**config.mk**
```make
export PLATFORM = sky130hd
export DESIGN_NAME = safe_softmax_max_sub
export DESIGN_NICKNAME = d
export VERILOG_FILES = /design/src/rtl/safe_softmax_max_sub.sv
export SDC_FILE = /design/constraint.sdc
export NUM_CORES = 1
export LEC_CHECK = 0
export CELL_PAD_IN_SITES_DETAIL_PLACEMENT = 0
export CELL_PAD_IN_SITES_GLOBAL_PLACEMENT = 2
export CORE_AREA = 3 3 136 203
export DETAILED_ROUTE_END_ITERATION = 10
export DIE_AREA = 0 0 139 206
export MAX_ROUTING_LAYER = met4
export PLACE_DENSITY_LB_ADDON = 0.1
export SLEW_MARGIN = 20
export SYNTH_ARGS = -nofsm -noshare
export SYNTH_HDL_FRONTEND = slang
export SYNTH_SLANG_ARGS = --single-unit
```
**constraint.sdc**
```tcl
create_clock -name I_CLK -period 8.3 [get_ports I_CLK]
set_clock_uncertainty 0.15 [all_clocks]
set_input_delay 0.83 -clock I_CLK [delete_from_list [all_inputs] [get_ports I_CLK]]
set_output_delay 0.83 -clock I_CLK [all_outputs]
set_load 0.02 [all_outputs]
```
**src/rtl/safe_softmax_max_sub.sv**
```systemverilog
// Row-max / subtract stage of the safe softmax: buffers one Q2.13 row while tracking
// its maximum, then streams sat(x - max) in arrival order so downstream exp sees x <= 0.
module safe_softmax_max_sub #(
  parameter int D_W     = 16,
  parameter int ROW_LEN = 16,
  parameter int CNT_W   = $clog2(ROW_LEN)
) (
  input  logic                  I_CLK,
  input  logic                  I_RST_N,
  input  logic                  I_VALID,
  input  logic signed [D_W-1:0] I_DATA,
  output logic                  O_READY,
  output logic                  O_VALID,
  output logic signed [D_W-1:0] O_DATA,
  output logic                  O_LAST,
  input  logic                  I_READY,
  output logic signed [D_W-1:0] O_ROW_MAX
);

  localparam logic [CNT_W-1:0]      LAST_IDX = CNT_W'(ROW_LEN - 1);
  localparam logic signed [D_W-1:0] D_MIN    = {1'b1, {(D_W-1){1'b0}}};

  typedef enum logic {LOAD, DRAIN} state_t;

  state_t                  state;
  logic [CNT_W-1:0]        wr_cnt;
  logic [CNT_W-1:0]        rd_cnt;
  logic signed [D_W-1:0]   max_r;
  logic signed [D_W-1:0]   next_max;
  logic signed [D_W-1:0]   row_buf [ROW_LEN];
  logic                    in_fire;
  logic                    out_fire;

  // x - max is never positive, so the only possible overflow is below the minimum code.
  function automatic logic signed [D_W-1:0] sat_sub(input logic signed [D_W-1:0] a,
                                                    input logic signed [D_W-1:0] b);
    logic signed [D_W:0] diff;
    diff = {a[D_W-1], a} - {b[D_W-1], b};
    if (diff[D_W] && !diff[D_W-1])
      sat_sub = D_MIN;
    else
      sat_sub = diff[D_W-1:0];
  endfunction

  assign O_READY  = (state == LOAD);
  assign O_VALID  = (state == DRAIN);
  assign O_LAST   = O_VALID && (rd_cnt == LAST_IDX);
  assign O_DATA   = O_VALID ? sat_sub(row_buf[rd_cnt], max_r) : '0;
  assign in_fire  = I_VALID && O_READY;
  assign out_fire = O_VALID && I_READY;

  // The first element of a row seeds the max so a stale max never leaks across rows.
  assign next_max = ((wr_cnt == '0) || (I_DATA > max_r)) ? I_DATA : max_r;

  // Row storage carries no reset; its contents are only read after a full row load.
  always_ff @(posedge I_CLK) begin
    if (in_fire)
      row_buf[wr_cnt] <= I_DATA;
  end

  always_ff @(posedge I_CLK or negedge I_RST_N) begin
    if (!I_RST_N) begin
      state     <= LOAD;
      wr_cnt    <= '0;
      rd_cnt    <= '0;
      max_r     <= D_MIN;
      O_ROW_MAX <= '0;
    end else begin
      case (state)
        LOAD: begin
          if (in_fire) begin
            max_r <= next_max;
            if (wr_cnt == LAST_IDX) begin
              wr_cnt    <= '0;
              state     <= DRAIN;
              O_ROW_MAX <= next_max;
            end else begin
              wr_cnt <= wr_cnt + CNT_W'(1);
            end
          end
        end
        DRAIN: begin
          if (out_fire) begin
            if (O_LAST) begin
              rd_cnt <= '0;
              state  <= LOAD;
            end else begin
              rd_cnt <= rd_cnt + CNT_W'(1);
            end
          end
        end
        default: state <= LOAD;
      endcase
    end
  end

endmodule

```
==> results.md <==
- Status: finished, final reports clean
- Final instance area: 14,840 sq um
- Root Buffer: clkbuf_16
- Gr ovfl total: 0
- Final ANT Viol Nets: 0
- Post-synth net total: 803
- Crit Path Class: register to primary output
- Vias: 6,992
- Largest net degree at the start of global routing: 49
- DP HPWL: 18,690 um
- Worst-path fanout max: 42
- RSZ-0062 raised after global routing: no
- Fmax achieved: 141.6 MHz
- Number of antenna violations at the first check in global routing: 0
- # Post-CTS Setup Buffers: 0
- Synth top cells by count: edfxtp_1, mux4_2, nor2_1
- CTS tree: built
- Final setup viols: 0
- Ys Warns: 0
- Seq cells post-synth: 297
- Slew Limit Headroom: 27.78%
- Drt initial violations: 451
- Area of the mapped netlist: 12,900 sq um
- Share of cells above drive strength 1: 22.43%
- Post-layout min period: 7063 ps
- Clock Latency Late Sink: 540 ps
- Hold Crit Class: input port to async pin
- First-pass GRT wire length: 44,900 um
- Origin of the worst setup path: rd_cnt[1]$_DFFE_PN0P_
- Die ar.: 28,630 sq um
- Clk buf depth: 3
- Synth top area cells: edfxtp_1, mux4_2, dfrtp_1, ha_1, nor2_1
- I/O pin count: 55
- Most frequent cell after synthesis: edfxtp_1
- Cells after Synth: 744
- Wire per inst: 25.49 um
- CP Depth: 10
- R2R setup slack: 4370 ps
- TritonCTS buffer count: 28
- Final period utilization: 85.10%
- Hold buffers post-CTS: 0
- Place WS: 1756 ps
- Vias in the first global route: 7,415
- Vias/cell: 5.971
- TNS Setup: 0 ps
- Number of diodes: 0
- Core area: 25,940 sq um
- Async SR Flop Fraction: 13.80%
- CP Capture Type: primary output
- Placed inst area: 13,910 sq um
- GRT Total Usage: 21.67%
- Final setup margin: 1237 ps
- R2r endpoint: row_buf[15][8]$_DFFE_PP_
- GPL Wtd Cong: 0.8492
- Synth unique cells: 59
- P_leak: 5.096 nW
- Top cell by count, worst path: mux4_2
- Sequential area share after synthesis: 67.54%
- Pin slew with the least headroom to its limit: 1080 ps
- Horiz. Die Dim: 139 um
- Leading area contributor after synthesis: edfxtp_1
- DRC viols: 0
- Die H: 206 um
- CP required: 7320 ps
- Post-synth EDFFs: 256
- Clk slew on worst S/H paths: 70 ps
- Worst path top cell family by delay: compound AO/OA/AOI/OAI gates
- Syn avg cell area: 17.34 sq um
- Startpoint type of the worst setup path: register
- Row count: 72
- Power Dens Cells: 402.6 nW/um^2
- Reg2Reg Depth: 3
- Total wire length: 29,850 um
- Critical-path top delay cell: dfrtp_2
- Iteration count of the initial detailed-routing pass: 4
- WP buf/inv: 2
- Worst Path Arrival: 6080 ps
- Starting Density: 49.73%
- MaxCap Viol Count: 0
- # resized after CTS: 0
- Final nets: 875
- Critical Path Sink: O_DATA[1]
- Max incr delay on CP: 1060 ps
- Synth top area share: 59.58%
- Area Growth Syn to Fin: 15.03%
- CTS sink cnt: 297
- Fin. max-slew vios: 0
- Crit Reg-Reg Startpoint: O_VALID$_DFF_PN0_
- Buffers on Ports: 54
- VDD IR max: 0.4951 mV
- Ys flop type: edfxtp_1
- CTS H-tree depth: 1
- Cells along the critical path: buf_4, mux4_2, mux4_2, ha_1, a2111o_1, o21ai_1, o21ai_0, a211oi_2, nor2_1, clkdlybuf4s50_1
- Fin. Hold Viols: 0
==> worst min path at each step <==
stage / from / endpoint / slack (ps)
after floorplan: max_r[1]$_DFFE_PN0P_ / max_r[1]$_DFFE_PN0P_ / 350
after detailed placement: O_ROW_MAX[6]$_DFFE_PN0P_ / O_ROW_MAX[6]$_DFFE_PN0P_ / 360
after global routing: I_RST_N / O_ROW_MAX[0]$_DFFE_PN0P_ / 170
after CTS: I_RST_N / O_ROW_MAX[15]$_DFFE_PN0P_ / 340
final: I_RST_N / O_ROW_MAX[15]$_DFFE_PN0P_ / 130
after global placement: O_ROW_MAX[1]$_DFFE_PN0P_ / O_ROW_MAX[1]$_DFFE_PN0P_ / 360
==> per-layer routing <==
layer | track usage, % | vias to the layer above | share of wire (%)
li1 | - | 3115 | -
met1 | 26.58 | 3642 | 40
met2 | 38.43 | 180 | 53
met3 | 2.315 | 55 | 3.9
met4 | 6.469 | 0 | 2.7
met5 | - | - | 0
==> sequential cells by signal, summed over array words and instances, names as in the netlist <==
register / cells
wr_cnt: 4
rd_cnt: 4
row_buf: 256
max_r: 16
O_ROW_MAX: 16
O_VALID: 1
==> where the power goes <==
group / switching [mW] / internal [mW] / total (mW)
logic: 1.47 / 1.23 / 2.70
clock network: 0.561 / 0.711 / 1.27
registers: 0.191 / 1.81 / 2.01
==> logic make-up after synthesis <==
family / share of synthesized area (%)
flip-flops: 67.54
AND/OR/NAND/NOR: 4.170
buffers and inverters: 1.939
XOR/XNOR: 0.6788
AO/OA/AOI/OAI: 6.012
adder cells (fa/ha/maj): 3.840
multiplexers: 15.82
==> area by class of cell <==
type                            instances  area [sq um]
Clock inverter                         21         196.4
Timing Repair Buffer                   75         708.2
Multi-Input combinational cell        385          3959
Inverter                               29         108.9
Tap cell                              333         416.7
Fill cell                            2041         11100
Clock buffer                           31         733.2
Sequential cell                       297          8721
==> metrics by stage <==
step	cells	hold WS, ps	util [%]	power (mW)
2_1_floorplan	744	351.7	-	3.839
3_3_place_gp	1119	360.1	53.61	4.718
3_5_place_dp	1119	364.2	53.61	4.752
4_1_cts	1171	340.5	57.20	6.029
5_1_grt	1171	170.4	57.21	6.311
6_report	1171	133.7	57.21	5.976
==> layout by cell type, fill, tap and decap left out, types with 3 or more instances in the layout <==
cell type and instances:
nand3_1 7, a21oi_1 33, a21o_1 5, dfrtp_1 37, nand2b_1 4, nor3_2 4, mux4_2 80, xor2_1 3
nand4_1 4, nor3_1 6, o21ai_0 30, clkinv_4 3, ha_1 38, and3_1 3, edfxtp_1 256, clkinvlp_4 7
clkdlybuf4s50_1 53, buf_4 21, mux2_2 8, o21a_1 6, a31oi_1 18, xnor2_1 7, inv_1 28, clkinv_2 5
o211ai_1 3, nor2_1 49, clkbuf_16 29, mux2_4 10, nand2_1 32
(Power assumes the default switching activity.)
